<file path="config.mk">
export PLATFORM = sky130hd
export DESIGN_NAME = afe_frame_sequencer
export DESIGN_NICKNAME = d
export VERILOG_FILES = /design/src/rtl/afe_seq_pkg.sv /design/src/rtl/afe_rd_timer.sv /design/src/rtl/afe_frame_sequencer.sv
export SDC_FILE = /design/constraint.sdc
export NUM_CORES = 1
export LEC_CHECK = 0
export ABC_AREA = 1
export CORE_ASPECT_RATIO = 0.7
export CORE_MARGIN = 2
export CORE_UTILIZATION = 38
export DETAILED_ROUTE_END_ITERATION = 10
export GPL_TIMING_DRIVEN = 1
export PLACE_DENSITY = 0.64
export SYNTH_ARGS = -nofsm -noshare
export SYNTH_HDL_FRONTEND = slang
export SYNTH_SLANG_ARGS = --single-unit
export TNS_END_PERCENT = 30
</file>
<file path="constraint.sdc">
create_clock -name clk -period 2.96 [get_ports clk]
set_input_delay 0.444 -clock clk [delete_from_list [all_inputs] [get_ports clk]]
set_output_delay 0.444 -clock clk [all_outputs]
set_load 0.01 [all_outputs]
</file>
<file path="src/rtl/afe_seq_pkg.sv">
// afe_seq_pkg: shared states, control-mode and diagnostic-result codes for the AFE frame sequencer
package afe_seq_pkg;

    typedef enum logic [2:0] {
        S_IDLE,
        S_DIAG_RD,
        S_DIAG_DONE,
        S_WAIT_DN,
        S_CH_RD,
        S_COMMIT
    } state_t;

    localparam logic [1:0] CTRL_IDLE = 2'b00;
    localparam logic [1:0] CTRL_DIAG = 2'b01;
    localparam logic [1:0] CTRL_STRM = 2'b10;

    localparam logic [1:0] DIAG_PEND = 2'b00;
    localparam logic [1:0] DIAG_OK   = 2'b10;
    localparam logic [1:0] DIAG_ERR  = 2'b01;

    // Control mode a state belongs to; a mismatch with the live control aborts to idle
    function automatic logic [1:0] state_mode(state_t s);
        return (s == S_DIAG_RD || s == S_DIAG_DONE) ? CTRL_DIAG :
               (s == S_IDLE) ? CTRL_IDLE : CTRL_STRM;
    endfunction

    // The reserved control code behaves exactly like idle
    function automatic logic [1:0] ctrl_mode(logic [1:0] c);
        return (c == CTRL_DIAG || c == CTRL_STRM) ? c : CTRL_IDLE;
    endfunction

endpackage

</file>
<file path="src/rtl/afe_rd_timer.sv">
// afe_rd_timer: loadable down-counter that strobes fire on the cycle read data becomes valid
module afe_rd_timer #(
    parameter int LAT = 1
) (
    input  logic clk,
    input  logic rst_n,
    input  logic load,
    input  logic clear,
    output logic fire
);

    logic [2:0] cnt;
    logic       busy;

    assign fire = busy && cnt == '0;

    // Count down from LAT after each address change; fire marks the capture edge
    always_ff @(posedge clk or negedge rst_n) begin
        if (!rst_n) begin
            busy <= 1'b0;
            cnt  <= '0;
        end else if (clear) begin
            busy <= 1'b0;
            cnt  <= '0;
        end else if (load) begin
            busy <= 1'b1;
            cnt  <= 3'(LAT);
        end else if (fire) begin
            busy <= 1'b0;
        end else if (busy) begin
            cnt <= cnt - 3'd1;
        end
    end

endmodule

</file>
<file path="src/rtl/afe_frame_sequencer.sv">
// afe_frame_sequencer: reads AFE readout RAM channels into a coherent frame and runs the diagnostic check
module afe_frame_sequencer
    import afe_seq_pkg::*;
#(
    parameter int NUM_CH     = 6,
    parameter int SAMP_W     = 22,
    parameter int IN_W       = 24,
    parameter int ADDR_W     = 3,
    parameter int BASE_ADDR  = 0,
    parameter int DIAG_ADDR  = 6,
    parameter int ER_W       = 14,
    parameter int RD_LAT     = 1,
    parameter int OFFSET_BIN = 0
) (
    input  logic                     clk,
    input  logic                     in_reset_n,
    input  logic [1:0]               in_data_control,
    input  logic                     in_strm_dn,
    input  logic [IN_W-1:0]          in_strm_data,
    output logic [ADDR_W-1:0]        out_addr,
    output logic [NUM_CH*SAMP_W-1:0] out_samples,
    output logic                     out_new_samples,
    output logic [15:0]              out_frame_cnt,
    output logic                     out_overrun,
    output logic [1:0]               out_diag_er,
    output logic [ER_W-1:0]          out_er_data
);

    localparam logic [ADDR_W-1:0] BASE     = ADDR_W'(BASE_ADDR);
    localparam logic [ADDR_W-1:0] DIAG     = ADDR_W'(DIAG_ADDR);
    localparam logic [SAMP_W-1:0] MSB_FLIP = (OFFSET_BIN != 0) ? SAMP_W'(1) << (SAMP_W - 1) : '0;

    if (BASE_ADDR + NUM_CH - 1 >= (1 << ADDR_W) || DIAG_ADDR >= (1 << ADDR_W)) begin : g_addr_chk
        $error("afe_frame_sequencer: channel or diagnostic address does not fit in ADDR_W");
    end
    if (NUM_CH < 1 || NUM_CH > 8 || RD_LAT < 0 || RD_LAT > 7) begin : g_range_chk
        $error("afe_frame_sequencer: NUM_CH or RD_LAT out of range");
    end

    state_t                     state;
    logic [1:0]                 mode;
    logic                       abort;
    logic                       last;
    logic                       fire;
    logic                       tmr_load;
    logic [2:0]                 k;
    logic [SAMP_W-1:0]          fmt;
    logic [NUM_CH*SAMP_W-1:0]   shadow;
    logic [NUM_CH*SAMP_W-1:0]   frame_next;
    logic                       unused_data;

    assign unused_data = ^in_strm_data;

    // Mode decode, capture formatting and the shadow image with slot k replaced by the incoming sample
    always_comb begin
        mode       = ctrl_mode(in_data_control);
        abort      = state != S_IDLE && mode != state_mode(state);
        last       = k == 3'(NUM_CH - 1);
        fmt        = in_strm_data[SAMP_W-1:0] ^ MSB_FLIP;
        tmr_load   = !abort && ((state == S_IDLE && mode == CTRL_DIAG) ||
                                (state == S_WAIT_DN && in_strm_dn) ||
                                (state == S_CH_RD && fire && !last));
        frame_next = shadow;
        for (int i = 0; i < NUM_CH; i++)
            if (k == 3'(i)) frame_next[i*SAMP_W +: SAMP_W] = fmt;
    end

    afe_rd_timer #(.LAT(RD_LAT)) u_timer (
        .clk   (clk),
        .rst_n (in_reset_n),
        .load  (tmr_load),
        .clear (abort),
        .fire  (fire)
    );

    // Sequencer: idle/abort clears everything; the last channel capture publishes the whole frame at once
    always_ff @(posedge clk or negedge in_reset_n) begin
        if (!in_reset_n) begin
            state           <= S_IDLE;
            out_addr        <= '0;
            out_samples     <= '0;
            out_new_samples <= 1'b0;
            out_frame_cnt   <= '0;
            out_overrun     <= 1'b0;
            out_diag_er     <= DIAG_PEND;
            out_er_data     <= '0;
            shadow          <= '0;
            k               <= '0;
        end else if (abort || state == S_IDLE) begin
            state           <= abort ? S_IDLE : mode == CTRL_DIAG ? S_DIAG_RD :
                               mode == CTRL_STRM ? S_WAIT_DN : S_IDLE;
            out_addr        <= abort ? '0 : mode == CTRL_DIAG ? DIAG : mode == CTRL_STRM ? BASE : '0;
            out_samples     <= '0;
            out_new_samples <= 1'b0;
            out_frame_cnt   <= '0;
            out_overrun     <= 1'b0;
            out_diag_er     <= DIAG_PEND;
            out_er_data     <= '0;
            shadow          <= '0;
            k               <= '0;
        end else begin
            case (state)
                S_DIAG_RD: if (fire) begin
                    out_er_data <= in_strm_data[ER_W-1:0];
                    state       <= S_DIAG_DONE;
                end
                S_DIAG_DONE: out_diag_er <= (out_er_data == '0) ? DIAG_OK : DIAG_ERR;
                S_WAIT_DN: if (in_strm_dn) begin
                    state <= S_CH_RD;
                    k     <= '0;
                end
                S_CH_RD: begin
                    if (in_strm_dn) out_overrun <= 1'b1;
                    if (fire) begin
                        shadow   <= frame_next;
                        k        <= last ? '0 : k + 3'd1;
                        out_addr <= last ? BASE : out_addr + ADDR_W'(1);
                        if (last) begin
                            out_samples     <= frame_next;
                            out_new_samples <= 1'b1;
                            out_frame_cnt   <= out_frame_cnt + 16'd1;
                            state           <= S_COMMIT;
                        end
                    end
                end
                S_COMMIT: begin
                    if (in_strm_dn) out_overrun <= 1'b1;
                    out_new_samples <= 1'b0;
                    state           <= S_WAIT_DN;
                end
                default: state <= S_IDLE;
            endcase
        end
    end

endmodule

</file>
# [Word level (Yosys, flattened, before mapping)]
# Index checks and enable logic that the tools add are counted.
[word_totals] regBits=311 inputBits=29 out_inout_bits=169 wordCells=136
[op_classes] addsub=4 eq_ne=21 n_mux=60 reduce_logical=39
[ops] cell="two-way mux 132 bit" count=7
[ops] cell="two-way mux 22 bit" count=6
[ops] cell="two-way mux 16 bit" count=4
[ops] cell="two-way mux 3 bit" count=19
[ops] cell="two-way mux 14 bit" count=3
[ops] cell="two-way mux 2 bit" count=9
[ops] cell="adder 16 x 1 -> 16 bit (second input constant)" count=1
[ops] cell="inequality test 3 x 2 -> 1 bit (second input constant)" count=5
[ops] cell="case mux 3 bit (5 select lines)" count=1
[ops] cell="nonzero test 3 bit" count=5
[ops] cell="logical NOT 14 bit" count=1
[ops] cell="nonzero test 2 bit" count=7
[ops] cell="== test 3 x 2 -> 1 bit (second input constant)" count=4
[ops] cell="== test 3 bit (second input constant)" count=4
[ops] cell="logical NOT 3 bit" count=3
[ops] cell="two-way mux 1 bit" count=9
[ops] cell="AND reduction 3 bit" count=3
[ops] cell="AND reduction 2 bit" count=4
[ops] cell="logical AND 1 bit" count=7
[ops] cell="adder 3 x 1 -> 3 bit (second input constant)" count=2
[ops] cell="== test 3 x 1 -> 1 bit (second input constant)" count=2
[ops] cell="case mux 3 bit (2 select lines)" count=1
[ops] cell="logical OR 1 bit" count=5
[ops] cell="AND reduction 5 bit" count=1
[ops] cell="other kinds (8)" count=11

# [Longest topological paths before layout]
[depth] depth_word=10 depth_mapped=13 ltp_nobuf=11

# [Hierarchy]
# From an unflattened synthesis, not the netlist that was laid out.
[hier_totals] hier_cells=1942 area_unflattened_um2=14756.7
[by_module_without_submodules] mod="afe_frame_sequencer" n_inst=1 cells_per_inst=1913 area_each_um2=14526.4 seq_area_each_um2=7682.4
[by_module_without_submodules] mod="afe_rd_timer" n_inst=1 cells_per_inst=29 area_each_um2=230.2 seq_area_each_um2=100.1

# [Worst setup path before layout]
# No wires, ideal clock.
[synth_timing] path_type="input-to-reg" startpoint="in in_data_control[0]" endpoint="reg out_samples[66]" setup_ns=0.121 arrival_ns=1.770 required_ns=2.839 slack_ns=1.069 path_stages=12 path_buffers=2 cell_sequence="inv_1 -> ha_1 -> inv_1 -> o21ai_0 -> nand2_1 -> nand3_2 -> nor2_4 -> nand2_1 -> inv_2 -> buf_4 -> buf_2 -> o21ai_1"
[synth_between] elab_chain_len=8 elab_cells_between_ends=12 classes_between="3 x eq/ne; 2 x mux; 7 x reduce/logical"
[synth_rtl] item="start, declared" line_no="afe_frame_sequencer.sv:17" text="input logic [1:0] in_data_control,"
[synth_rtl] item="== test 2 x 1 -> 1 bit / == test 2 bit (equally long branches)" line_no="afe_seq_pkg.sv:29" text="return (c == CTRL_DIAG || c == CTRL_STRM) ? c : CTRL_IDLE;"
[synth_rtl] item="logical OR 1 bit" line_no="afe_seq_pkg.sv:29"
[synth_rtl] item="two-way mux 2 bit *" line_no="afe_seq_pkg.sv:29"
[synth_rtl] item="inequality test 2 bit *" line_no="afe_frame_sequencer.sv:57" text="abort = state != S_IDLE && mode != state_mode(state);"
[synth_rtl] item="logical AND 1 bit *" line_no="afe_frame_sequencer.sv:57"
[synth_rtl] item="logical OR 1 bit *" line_no="afe_frame_sequencer.sv:89" text="end else if (abort || state == S_IDLE) begin"
[synth_rtl] item="nonzero test 2 bit (no line)"
[synth_rtl] item="AND reduction 3 bit (no line)"
[synth_rtl] item="end signal, assigned" line_no="afe_frame_sequencer.sv:119" text="out_samples <= frame_next;"
[synth_rtl] item="end, declared" line_no="afe_frame_sequencer.sv:21" text="output logic [NUM_CH*SAMP_W-1:0] out_samples,"
# Every way passes the cells marked *; elsewhere a longest branch is shown, timed or not.
# A chain may end at the register's enable or synchronous reset.

# [Worst setup path after layout]
[layout_timing] startpoint="in in_data_control[0]" endpoint="reg out_er_data[10]"
[layout_between] elab_chain_len=8 elab_cells_between_ends=11 classes_between="3 x eq/ne; 2 x mux; 6 x reduce/logical"
[layout_rtl] item="== test 2 x 1 -> 1 bit / == test 2 bit (equally long branches)" line_no="afe_seq_pkg.sv:29"
[layout_rtl] item="logical OR 1 bit" line_no="afe_seq_pkg.sv:29"
[layout_rtl] item="two-way mux 2 bit *" line_no="afe_seq_pkg.sv:29"
[layout_rtl] item="inequality test 2 bit *" line_no="afe_frame_sequencer.sv:57"
[layout_rtl] item="logical AND 1 bit *" line_no="afe_frame_sequencer.sv:57"
[layout_rtl] item="logical OR 1 bit *" line_no="afe_frame_sequencer.sv:89"
[layout_rtl] item="nonzero test 2 bit (no line)"
[layout_rtl] item="AND reduction 2 bit (no line)"
[layout_rtl] item="end signal, assigned" line_no="afe_frame_sequencer.sv:104" text="out_er_data <= in_strm_data[ER_W-1:0];"
[layout_rtl] item="end, declared" line_no="afe_frame_sequencer.sv:26" text="output logic [ER_W-1:0] out_er_data"
# Marks and branches as above.

==> flow_summary.ini <==
[drt]
postRouteAntennaNets = 0
vias_per_cell = 5.00
post_drt_wl_per_cell_um = 17.2
drc_errors = 0
drtIter0Drc = 1265
firstDrtPassIters = 6
finalWirelength_um = 41700
vias = 12200

[sta]
fin_skew_ns = 0.0236
setup_slack_ns = 0.544
finalWorstPathRequiredPeriod_ns = 2.42
hold_viol = 0
fin_tns_setup_ns = 0
setup_violations = 0
slew_viol_final = 0
slew_headroom = 0.272
max_freq_mhz = 414
grt_setup_unrepaired = no
worstMarginPinSlew_ns = 1.09
period_share = 0.816

[synth]
async_reset_ff_frac = 1.00
synth_compound_area_frac = 0.144
synth_area_mm2 = 0.0142
synth_simple_gate_area_share = 0.222
synth_xor_xnor_area_share = 0.00247
synth_area_per_cell_um2 = 8.10
syn_nets = 1787
synth_top_family_by_area = simple AND/OR/NAND/NOR gates
synthMuxAreaShare = 0
ys_ff_latch = 311
yosys_warnings = 0
synth_ff_type = dfrtp_1
synth_edf_count = 0
synth-seq-area-share = 0.549
ys_types = 31
netlist_instances = 1749
yosys.area_share.adder = 0.00795

[worst_setup_path]
timing.rr.start = u_timer.cnt[0]
critical_path_required_ns = 3.31
worstPathArrival_ns = 2.76
path_class = primary input to flip-flop
critPathMaxFanout = 36
cp-end-kind = flip-flop
crit_family = buffers and inverters
rrSetupSlack_ns = 0.64
cp_num_buf_inv = 4
critPathLaunchType = primary input
timing.rr.end = out_samples[117]
reg2regPathDepth = 10
cp_slowest_stage_delay_ns = 0.51
setup.worst_path.start = in_data_control[0]
path_cells = clkdlybuf4s50_1 > inv_1 > ha_1 > inv_1 > o21ai_0 > nand2_1 > nand3_2 > nor2_4 > buf_12 > o21ai_2 > nand3_1 > o21ai_0
slowest_stage = clkdlybuf4s50_1

[hold_path]
hp-start = shadow[120]
holdPathStages = 2
hold_path_class = flip-flop to flip-flop
min_to = shadow[120]

[clock_network]
root_buffer = clkbuf_16
cts_buffer_depth = 3
cts_tree = done
htreeDepth = 2
post_cts_buffers = 0
cts_buffers = 34
clkTransAtPathRegs_ns = 0.06
clock-sinks = 311
clk_latency_ns = 0.52

[power]
ir_drop_mv = 0.300
powerDensity_mw_per_mm2 = 705
leakagePower_nw = 7.83
fin_total_pwr_mw = 12.5

[grt]
grt_start_max_net_pins = 92
antenna_found_initial = 5
grt_pass1_vias = 11300
grt-ovfl-total = 0
grt_util_all_layers = 0.215
grt_pass1_wl_um = 65200

[cells_and_area]
mostFrequentLayoutCells = nand2_1, dfrtp_1, o21ai_1, clkdlybuf4s50_1, o21ai_0
area_growth_pct = 25.0
fin_util = 0.479
layout_commonest_cell = nand2_1
drive_gt1_frac = 0.0566
design_area_mm2 = 0.0177
layout.nets = 1959
fill_cells = 3509

[placement]
place_hpwl_um = 28900
placed_area_mm2 = 0.0166
dp_slack_ns = 0.0372
gp_congestion = 0.816
io_buffers = 195

[run]
maxCapViolCount = 0

[die]
core_area_mm2 = 0.0370
rows = 59
ioPinCount = 198
die_w_um = 235
initial_utilization = 0.383
die_h_um = 166
die-area_mm2 = 0.0389

[outcome]
outcome = finished, final reports clean
-- worst register-to-register path, delay by kind of cell (launching register included) --
kind                       cells  cell delay [ns]
buffers and inverters          3             0.87
and+or+nand+nor                5             0.68
DFF                            1             0.39
adders and majority gates      2             0.32
-- per-layer routing --
layer | share of wire | GRT usage | wire [um] | vias to the layer above
met2 | 0.43 | 0.319 | 17900 | 338
met1 | 0.48 | 0.311 | 20000 | 5792
met4 | 0.022 | 0.0621 | 932 | 0
li1 | - | - | - | 5960
met5 | 0 | 0 | 0 | -
met3 | 0.069 | 0.0515 | 2900 | 63
-- state kept, by name, indices dropped and copies added (netlist names) --
| signal | cells |
|---|---|
| out_er_data | 14 |
| out_addr | 3 |
| out_diag_er | 2 |
| state | 3 |
| out_overrun | 1 |
| k | 3 |
| u_timer.busy | 1 |
| out_frame_cnt | 16 |
| shadow | 132 |
| out_new_samples | 1 |
| out_samples | 132 |
| u_timer.cnt | 3 |
-- per-stage QoR --
stage / hold WS (ns) / std cells
floorplan: 0.148 / 1749
global placement: 0.451 / 2372
detailed placement: 0.458 / 2372
CTS: 0.472 / 2431
global route: 0.485 / 2431
finish: 0.470 / 2433
-- cell families after synthesis --
logic type / after synthesis
fa+ha+maj: 9
compound gates: 403
xor+xnor: 4
simple gates: 808
buf+inv: 214
flops: 311
-- final cells by class --
type,count,area [um2],share of cell area
Timing Repair Buffer,242,2500,0.141
Antenna cell,2,5.00,0.000283
Clock buffer,50,992,0.0560
Tap cell,488,611,0.0345
Inverter,108,415,0.0235
Clock inverter,8,72.6,0.00410
Sequential cell,311,7780,0.439
Multi-Input combinational cell,1224,5330,0.301
-- worst max path at each step --
stage / to / slack (ns) / cells past startpoint
floorplan: out_samples[66] / 1.07 / 12
global placement: out_er_data[0] / 0.10 / 12
detailed placement: out_er_data[2] / 0.04 / 12
CTS: out_er_data[2] / 0.57 / 12
global route: out_er_data[5] / 0.31 / 12
finish: out_er_data[10] / 0.54 / 12
-- cell usage after synthesis, types with 3 or more instances --
cell type	n	area, um2
nand2_1	706	2650
dfrtp_1	311	7780
o21ai_1	202	1010
o21ai_0	157	786
inv_1	103	387
nand3_1	41	205
a21oi_1	37	185
nor2_1	37	139
buf_2	34	170
clkbuf_1	31	116
buf_4	26	195
buf_6	14	158
ha_1	9	113
nand4_1	8	50.1
nor3_1	6	30.0
inv_2	4	15.0
nor2_2	3	18.8
xor2_1	3	26.3
-- where the power goes --
group / total [mW] / switching [mW] / internal (mW)
logic: 3.54 / 2.41 / 1.13
clock network: 4.13 / 1.72 / 2.41
registers: 4.82 / 0.229 / 4.59
total: 12.5 / 4.36 / 8.13
-- what timing repair did --
| action | 4_1_cts | 5_1_grt |
|---|---|---|
| hold buffers | 1 | 0 |
| gates resized for setup | 0 | 0 |
| setup endpoints to repair | 0 | 0 |
| endpoints found under the hold margin | 10 | 0 |
Note: power is estimated with default switching activity, not from simulation.
